### src/rtl/sram_row_reader_if.sv
// -----------------------------------------------------------------------------
// sram_row_reader_if
// Bundles the two buses of the SRAM row reader: the read port of the
// 64 x 512-bit SRAM macro and the valid/ready row stream toward the
// systolic-array feeder.
//
// Signals:
//   sram_csb    chip enable, active low (reader drives)
//   sram_wsb    write enable, active low (reader drives, always 1)
//   sram_raddr  read address (reader drives)
//   sram_rdata  read data, valid the cycle after csb low (macro drives)
//   out_valid   stream holds a row (reader drives)
//   out_ready   consumer accepts (feeder drives)
//   out_data    row data (reader drives)
//   out_last    final row of the command (reader drives)
//
// Modports:
//   master  the row reader itself
//   slave   the environment (SRAM macro + feeder)
// -----------------------------------------------------------------------------
interface sram_row_reader_if #(
  parameter int ADDR_W = 6,
  parameter int DATA_W = 512
);

  logic              sram_csb;
  logic              sram_wsb;
  logic [ADDR_W-1:0] sram_raddr;
  logic [DATA_W-1:0] sram_rdata;
  logic              out_valid;
  logic              out_ready;
  logic [DATA_W-1:0] out_data;
  logic              out_last;

  modport master (
    output sram_csb,
    output sram_wsb,
    output sram_raddr,
    input  sram_rdata,
    output out_valid,
    input  out_ready,
    output out_data,
    output out_last
  );

  modport slave (
    input  sram_csb,
    input  sram_wsb,
    input  sram_raddr,
    output sram_rdata,
    input  out_valid,
    output out_ready,
    input  out_data,
    input  out_last
  );

endinterface

### src/rtl/sram_row_reader.sv
// -----------------------------------------------------------------------------
// sram_row_reader
// Read-side controller for the weight/activation SRAM. A start command fetches
// a contiguous run of rows (address wraps modulo 2^ADDR_W), soaks up the
// one-cycle SRAM read latency in a small FIFO and streams each row out over a
// valid/ready handshake, flagging the final row with out_last.
//
// Ports:
//   clk_i        clock, rising edge
//   rst_ni       asynchronous active-low reset
//   start_i      command strobe, only looked at while idle
//   base_addr_i  first row address, latched on an accepted start
//   row_cnt_i    number of rows 0..2^ADDR_W, latched on an accepted start
//   busy_o       command in progress
//   done_o       one-cycle completion pulse
//   bus          SRAM read port + output row stream (master side)
// -----------------------------------------------------------------------------
module sram_row_reader #(
  parameter int ADDR_W     = 6,
  parameter int DATA_W     = 512,
  parameter int FIFO_DEPTH = 4
) (
  input  logic              clk_i,
  input  logic              rst_ni,
  input  logic              start_i,
  input  logic [ADDR_W-1:0] base_addr_i,
  input  logic [ADDR_W:0]   row_cnt_i,
  output logic              busy_o,
  output logic              done_o,
  sram_row_reader_if.master bus
);

  localparam int PTR_W = (FIFO_DEPTH > 1) ? $clog2(FIFO_DEPTH) : 1;
  localparam int CNT_W = $clog2(FIFO_DEPTH + 1);

  typedef enum logic [1:0] {
    IDLE,
    ISSUE,
    DRAIN
  } state_e;

  state_e              state_q, state_d;
  logic [ADDR_W-1:0]   issuePtr_q, issuePtr_d;
  logic [ADDR_W:0]     remain_q, remain_d;
  logic                inflight_q, inflight_d;
  logic                inflightLast_q, inflightLast_d;
  logic                done_q, done_d;
  logic [PTR_W-1:0]    wrPtr_q, wrPtr_d;
  logic [PTR_W-1:0]    rdPtr_q, rdPtr_d;
  logic [CNT_W-1:0]    count_q, count_d;
  logic [DATA_W-1:0]   mem_q [FIFO_DEPTH];
  logic                lastMem_q [FIFO_DEPTH];

  logic                issue;
  logic                lastIssue;
  logic                push;
  logic                pop;
  logic                fifoValid;
  logic                headLast;
  logic [CNT_W:0]      creditUsed;

  function automatic logic [PTR_W-1:0] ptrInc(input logic [PTR_W-1:0] p);
    return (p == PTR_W'(FIFO_DEPTH - 1)) ? '0 : p + PTR_W'(1);
  endfunction

  // Credit check: a slot is reserved for every row already buffered plus the
  // read whose data comes back next cycle. A pop in this cycle is not counted
  // as free space, which keeps the check off the out_ready path.
  always_comb begin
    creditUsed = {1'b0, count_q} + {{CNT_W{1'b0}}, inflight_q};
    issue      = (state_q == ISSUE) && (creditUsed < (CNT_W + 1)'(FIFO_DEPTH));
    lastIssue  = (remain_q == (ADDR_W + 1)'(1));
    push       = inflight_q;
    fifoValid  = (count_q != '0);
    pop        = fifoValid && bus.out_ready;
    headLast   = lastMem_q[rdPtr_q];
  end

  // Next-state logic for the command FSM, the issue pointer/counter and the
  // one-deep in-flight tracker that tags the returning row with its last flag.
  always_comb begin
    state_d        = state_q;
    issuePtr_d     = issuePtr_q;
    remain_d       = remain_q;
    inflight_d     = issue;
    inflightLast_d = issue && lastIssue;
    done_d         = 1'b0;

    unique case (state_q)
      IDLE: begin
        if (start_i) begin
          if (row_cnt_i != '0) begin
            issuePtr_d = base_addr_i;
            remain_d   = row_cnt_i;
            state_d    = ISSUE;
          end else begin
            // Empty command completes immediately without going busy.
            done_d = 1'b1;
          end
        end
      end
      ISSUE: begin
        if (issue) begin
          issuePtr_d = issuePtr_q + ADDR_W'(1);
          remain_d   = remain_q - (ADDR_W + 1)'(1);
          if (lastIssue) begin
            state_d = DRAIN;
          end
        end
      end
      DRAIN: begin
        if (pop && headLast) begin
          state_d = IDLE;
          done_d  = 1'b1;
        end
      end
      default: begin
        state_d = IDLE;
      end
    endcase
  end

  // FIFO pointer and occupancy bookkeeping; push and pop may coincide.
  always_comb begin
    wrPtr_d = push ? ptrInc(wrPtr_q) : wrPtr_q;
    rdPtr_d = pop  ? ptrInc(rdPtr_q) : rdPtr_q;
    count_d = count_q + CNT_W'(push) - CNT_W'(pop);
  end

  // Control state. Clearing inflight_q on reset is what throws away a read
  // that was issued just before reset and returns just after it.
  always_ff @(posedge clk_i or negedge rst_ni) begin
    if (!rst_ni) begin
      state_q        <= IDLE;
      issuePtr_q     <= '0;
      remain_q       <= '0;
      inflight_q     <= 1'b0;
      inflightLast_q <= 1'b0;
      done_q         <= 1'b0;
      wrPtr_q        <= '0;
      rdPtr_q        <= '0;
      count_q        <= '0;
    end else begin
      state_q        <= state_d;
      issuePtr_q     <= issuePtr_d;
      remain_q       <= remain_d;
      inflight_q     <= inflight_d;
      inflightLast_q <= inflightLast_d;
      done_q         <= done_d;
      wrPtr_q        <= wrPtr_d;
      rdPtr_q        <= rdPtr_d;
      count_q        <= count_d;
    end
  end

  // FIFO storage is not reset; its contents are only visible while the
  // occupancy count says they are valid.
  always_ff @(posedge clk_i) begin
    if (push) begin
      mem_q[wrPtr_q]     <= bus.sram_rdata;
      lastMem_q[wrPtr_q] <= inflightLast_q;
    end
  end

  assign bus.sram_csb   = ~issue;
  assign bus.sram_wsb   = 1'b1;
  assign bus.sram_raddr = issuePtr_q;

  // Data and last are forced to zero while empty so stale entries never leak.
  assign bus.out_valid  = fifoValid;
  assign bus.out_data   = fifoValid ? mem_q[rdPtr_q] : '0;
  assign bus.out_last   = fifoValid && headLast;

  assign busy_o = (state_q != IDLE);
  assign done_o = done_q;

endmodule

### src/flat_wrapper.sv
// flat-port wrapper written by rule: the top's interface ports become plain ports
module sram_row_reader_flat 
#(
  parameter int ADDR_W     = 6,
  parameter int DATA_W     = 512,
  parameter int FIFO_DEPTH = 4
)
  (clk_i, rst_ni, start_i, base_addr_i, row_cnt_i, busy_o, done_o, bus_sram_csb, bus_sram_wsb, bus_sram_raddr, bus_sram_rdata, bus_out_valid, bus_out_ready, bus_out_data, bus_out_last);
  sram_row_reader_if #(.ADDR_W(ADDR_W), .DATA_W(DATA_W)) bus_i ();
  input  logic clk_i;
  input  logic rst_ni;
  input  logic start_i;
  input  logic [ADDR_W-1:0] base_addr_i;
  input  logic [ADDR_W:0] row_cnt_i;
  output logic busy_o;
  output logic done_o;
  output wire logic [$bits(bus_i.sram_csb)-1:0] bus_sram_csb;
  output wire logic [$bits(bus_i.sram_wsb)-1:0] bus_sram_wsb;
  output wire logic [$bits(bus_i.sram_raddr)-1:0] bus_sram_raddr;
  input wire logic [$bits(bus_i.sram_rdata)-1:0] bus_sram_rdata;
  output wire logic [$bits(bus_i.out_valid)-1:0] bus_out_valid;
  input wire logic [$bits(bus_i.out_ready)-1:0] bus_out_ready;
  output wire logic [$bits(bus_i.out_data)-1:0] bus_out_data;
  output wire logic [$bits(bus_i.out_last)-1:0] bus_out_last;
  assign bus_sram_csb = bus_i.sram_csb;
  assign bus_sram_wsb = bus_i.sram_wsb;
  assign bus_sram_raddr = bus_i.sram_raddr;
  assign bus_i.sram_rdata = bus_sram_rdata;
  assign bus_out_valid = bus_i.out_valid;
  assign bus_i.out_ready = bus_out_ready;
  assign bus_out_data = bus_i.out_data;
  assign bus_out_last = bus_i.out_last;
  sram_row_reader #(.ADDR_W(ADDR_W), .DATA_W(DATA_W), .FIFO_DEPTH(FIFO_DEPTH)) u_core (.clk_i(clk_i), .rst_ni(rst_ni), .start_i(start_i), .base_addr_i(base_addr_i), .row_cnt_i(row_cnt_i), .busy_o(busy_o), .done_o(done_o), .bus(bus_i));
endmodule
### config.mk
export PLATFORM = sky130hd
export DESIGN_NAME = sram_row_reader_flat
export DESIGN_NICKNAME = d
export VERILOG_FILES = /design/src/rtl/sram_row_reader_if.sv /design/src/rtl/sram_row_reader.sv /design/src/flat_wrapper.sv
export SDC_FILE = /design/constraint.sdc
export NUM_CORES = 2
export LEC_CHECK = 0
export CORE_MARGIN = 1
export CORE_UTILIZATION = 30
export DETAILED_ROUTE_END_ITERATION = 10
export GPL_ROUTABILITY_DRIVEN = 0
export SLEW_MARGIN = 15
export SYNTH_ARGS = -nofsm -noshare
export SYNTH_HDL_FRONTEND = slang
export SYNTH_SLANG_ARGS = --single-unit
### constraint.sdc
create_clock -name clk_i -period 12.05 [get_ports clk_i]
set_input_delay 3.615 -clock clk_i [delete_from_list [all_inputs] [get_ports clk_i]]
set_output_delay 3.615 -clock clk_i [all_outputs]
set_load 0.1 [all_outputs]
==> flow_summary.json <==
{
  "status": "finished clean",
  "num_vias": 38059,
  "core_area_um2": 260000,
  "root_buffer": "clkbuf_16",
  "mostFrequentLayoutCells": "2052 x edfxtp_1, 1047 x clkdlybuf4s50_1, 513 x mux4_2, 513 x and2_1, 218 x clkbuf_16",
  "finalCriticalPeriod_ns": 8.53,
  "hpwl_um": 125000,
  "cts_hold_buf": 0,
  "area_delta_synth_final_pct": 27.8,
  "tightest_slew_ns": 1.20,
  "synth-async-reset-ratio_pct": 1.20,
  "slew_headroom_pct": 19.5,
  "rows": 187,
  "hold_path.class": "reg2reg",
  "slowest_delay_ns": 1.17,
  "syn-instance-count": 3409,
  "drv_slew": 0,
  "start_util_pct": 30.2,
  "r2r_cells": 4,
  "rsz0062_at_grt": "no",
  "finalNetCount": 5096,
  "routed_wl_um": 199000,
  "wire_per_inst_um": 24.1,
  "cp_top_family": "buffers and inverters",
  "path_cells": "or3_4 > buf_12 > buf_4 > and2_1 > clkdlybuf4s50_1",
  "drtIter0Drc": 2860,
  "grt_pass1_wl_um": 284000,
  "synth_edf_count": 2052,
  "crit_cells": 5,
  "cts_tree": "built",
  "cts.clk_slew.worst_paths_ns": 0.06,
  "criticalPathCategory": "reg2out",
  "grt_max_degree": 151,
  "setup_tns_ns": 0,
  "numCtsBuffers": 217,
  "max-cap-violations": 0,
  "synth_ff_type": "edfxtp_1",
  "crit_buf_inv": 3,
  "grt_pass1_vias": 40128,
  "grt_overflow_total": 0,
  "critPathLaunchType": "flop",
  "vias_per_cell": 4.61,
  "synth-seq-cells": 2077,
  "post_cts_buffers": 0,
  "htree_levels": 4,
  "syn_area_um2": 78600,
  "fin_crit_sh_pct": 70.8,
  "ys_types": 51,
  "boundaryPins": 1053,
  "hold_viol": 0,
  "antenna_found_initial": 78,
  "crit_path_end_kind": "output port",
  "drtAntennaViolNets": 0,
  "yosys-top-cells-area": "edfxtp_1 78%, mux4_2 15%, and2_1 4.1%",
  "holdPathStages": 0,
  "synth_fp_nets": 3949,
  "clkSinkCount": 2077,
  "fin_worst_skew_ns": 0.0830,
  "yosysWarnings": 0,
  "seq_area_frac_synth_pct": 79.2,
  "max_freq_mhz": 117,
  "cp_slowest_cell": "clkdlybuf4s50_1",
  "setup_viol": 0,
  "yosysTopAreaCell": "edfxtp_1",
  "port_buffers": 1051,
  "grt_usage_pct": 14.7,
  "critPathMaxFanout": 136,
  "arrival_ns": 4.91,
  "layout-drive-gt1-share_pct": 18.4,
  "synth_top_area_share_pct": 78.4,
  "route.detailed.drc": 0,
  "die_w_um": 514,
  "firstDrtPassIters": 5,
  "required_ns": 8.43,
  "avgSynthCellArea_um2": 23.1,
  "die_y_um": 514,
  "clkLatencyLatePin_ns": 0.85,
  "layout_commonest_cell": "edfxtp_1",
  "ctsResizeCount": 0,
  "clk_path_buf_depth": 3,
  "dieArea_um2": 264000
}
[worst register-to-register path: cells and delay by family, from the launching register on]
family        cells  cell delay, ns
simple gates      1            0.78
buf+inv           3            1.96
flops             1            0.58
[path summary, 6_finish.rpt]
kind,to,from,slack [ns]
worst min-delay path,u_core.lastMem_q[2]$_DFFE_PP_,u_core.inflightLast_q$_DFF_PN0_,0.51
min in group asynchronous,u_core.wrPtr_q[0]$_DFFE_PN0P_,rst_ni,3.17
worst max-delay path,bus_out_data[442],u_core.count_q[1]$_DFF_PN0_,3.52
max in group asynchronous,u_core.rdPtr_q[1]$_DFFE_PN0P_,rst_ni,8.52
worst min register to register,u_core.lastMem_q[2]$_DFFE_PP_,u_core.inflightLast_q$_DFF_PN0_,0.51
worst max register to register,u_core.mem_q[3][372]$_DFFE_PP_,u_core.inflight_q$_DFF_PN0_,7.92
[metrics by stage]
step	hold slack [ns]	setup WS [ns]	util [%]	instances	instance area [um^2]
2_1_floorplan	0.455	-1.07	-	3409	78600
3_3_place_gp	0.470	4.39	35.9	7833	93500
3_5_place_dp	0.488	4.37	35.9	7833	93500
4_1_cts	0.503	3.39	38.6	8234	100000
5_1_grt	0.520	3.23	38.6	8248	100000
6_report	0.506	3.52	38.6	8263	100000
[registers in the layout, summed over array words and instances, names as in the netlist, 2 cells and up]
name / flops
u_core.mem_q: 2048
u_core.lastMem_q: 4
u_core.remain_q: 7
u_core.count_q: 3
u_core.state_q: 2
u_core.bus.sram_raddr: 6
u_core.wrPtr_q: 2
u_core.rdPtr_q: 2
[cell families after synthesis]
kind of cell,synth area share (%)
AOI/OAI and AO/OA,0.422
xor gates and xnor gates,0.0223
adders and majority gates,0.185
buffers and inverters,1.03
DFF,79.2
muxes,14.7
other,0.00477
and+or+nand+nor,4.43
[cells in the mapped netlist (7+ instances only)]
cell      count
dfrtp_1      25
buf_2        62
and2_1      517
mux4_2      513
nand2_1      10
nand3_1       8
inv_1        11
a21oi_1       9
ha_1         10
edfxtp_1   2052
o21ai_0       7
clkbuf_1     69
nor2_1       10
buf_1        43
[layout make-up]
type | instances | area, um^2
Antenna cell | 29 | 72.6
Clock buffer | 276 | 5680
Clock inverter | 125 | 1240
Fill cell | 23425 | 160000
Inverter | 12 | 46.3
Multi-Input combinational cell | 1142 | 15600
Sequential cell | 2077 | 62300
Tap cell | 3496 | 4370
Timing Repair Buffer | 1106 | 11200
[per-layer routing]
layer	vias up	track usage, %	routed length [um]
met5	-	0	451
met4	70	4.49	5290
met3	348	6.12	19100
met2	1181	24.3	97900
met1	20066	17.2	76000
li1	16394	-	-
Power is not shown: default switching activity piles up to over one toggle a cycle in this logic, so the estimate is an artifact.
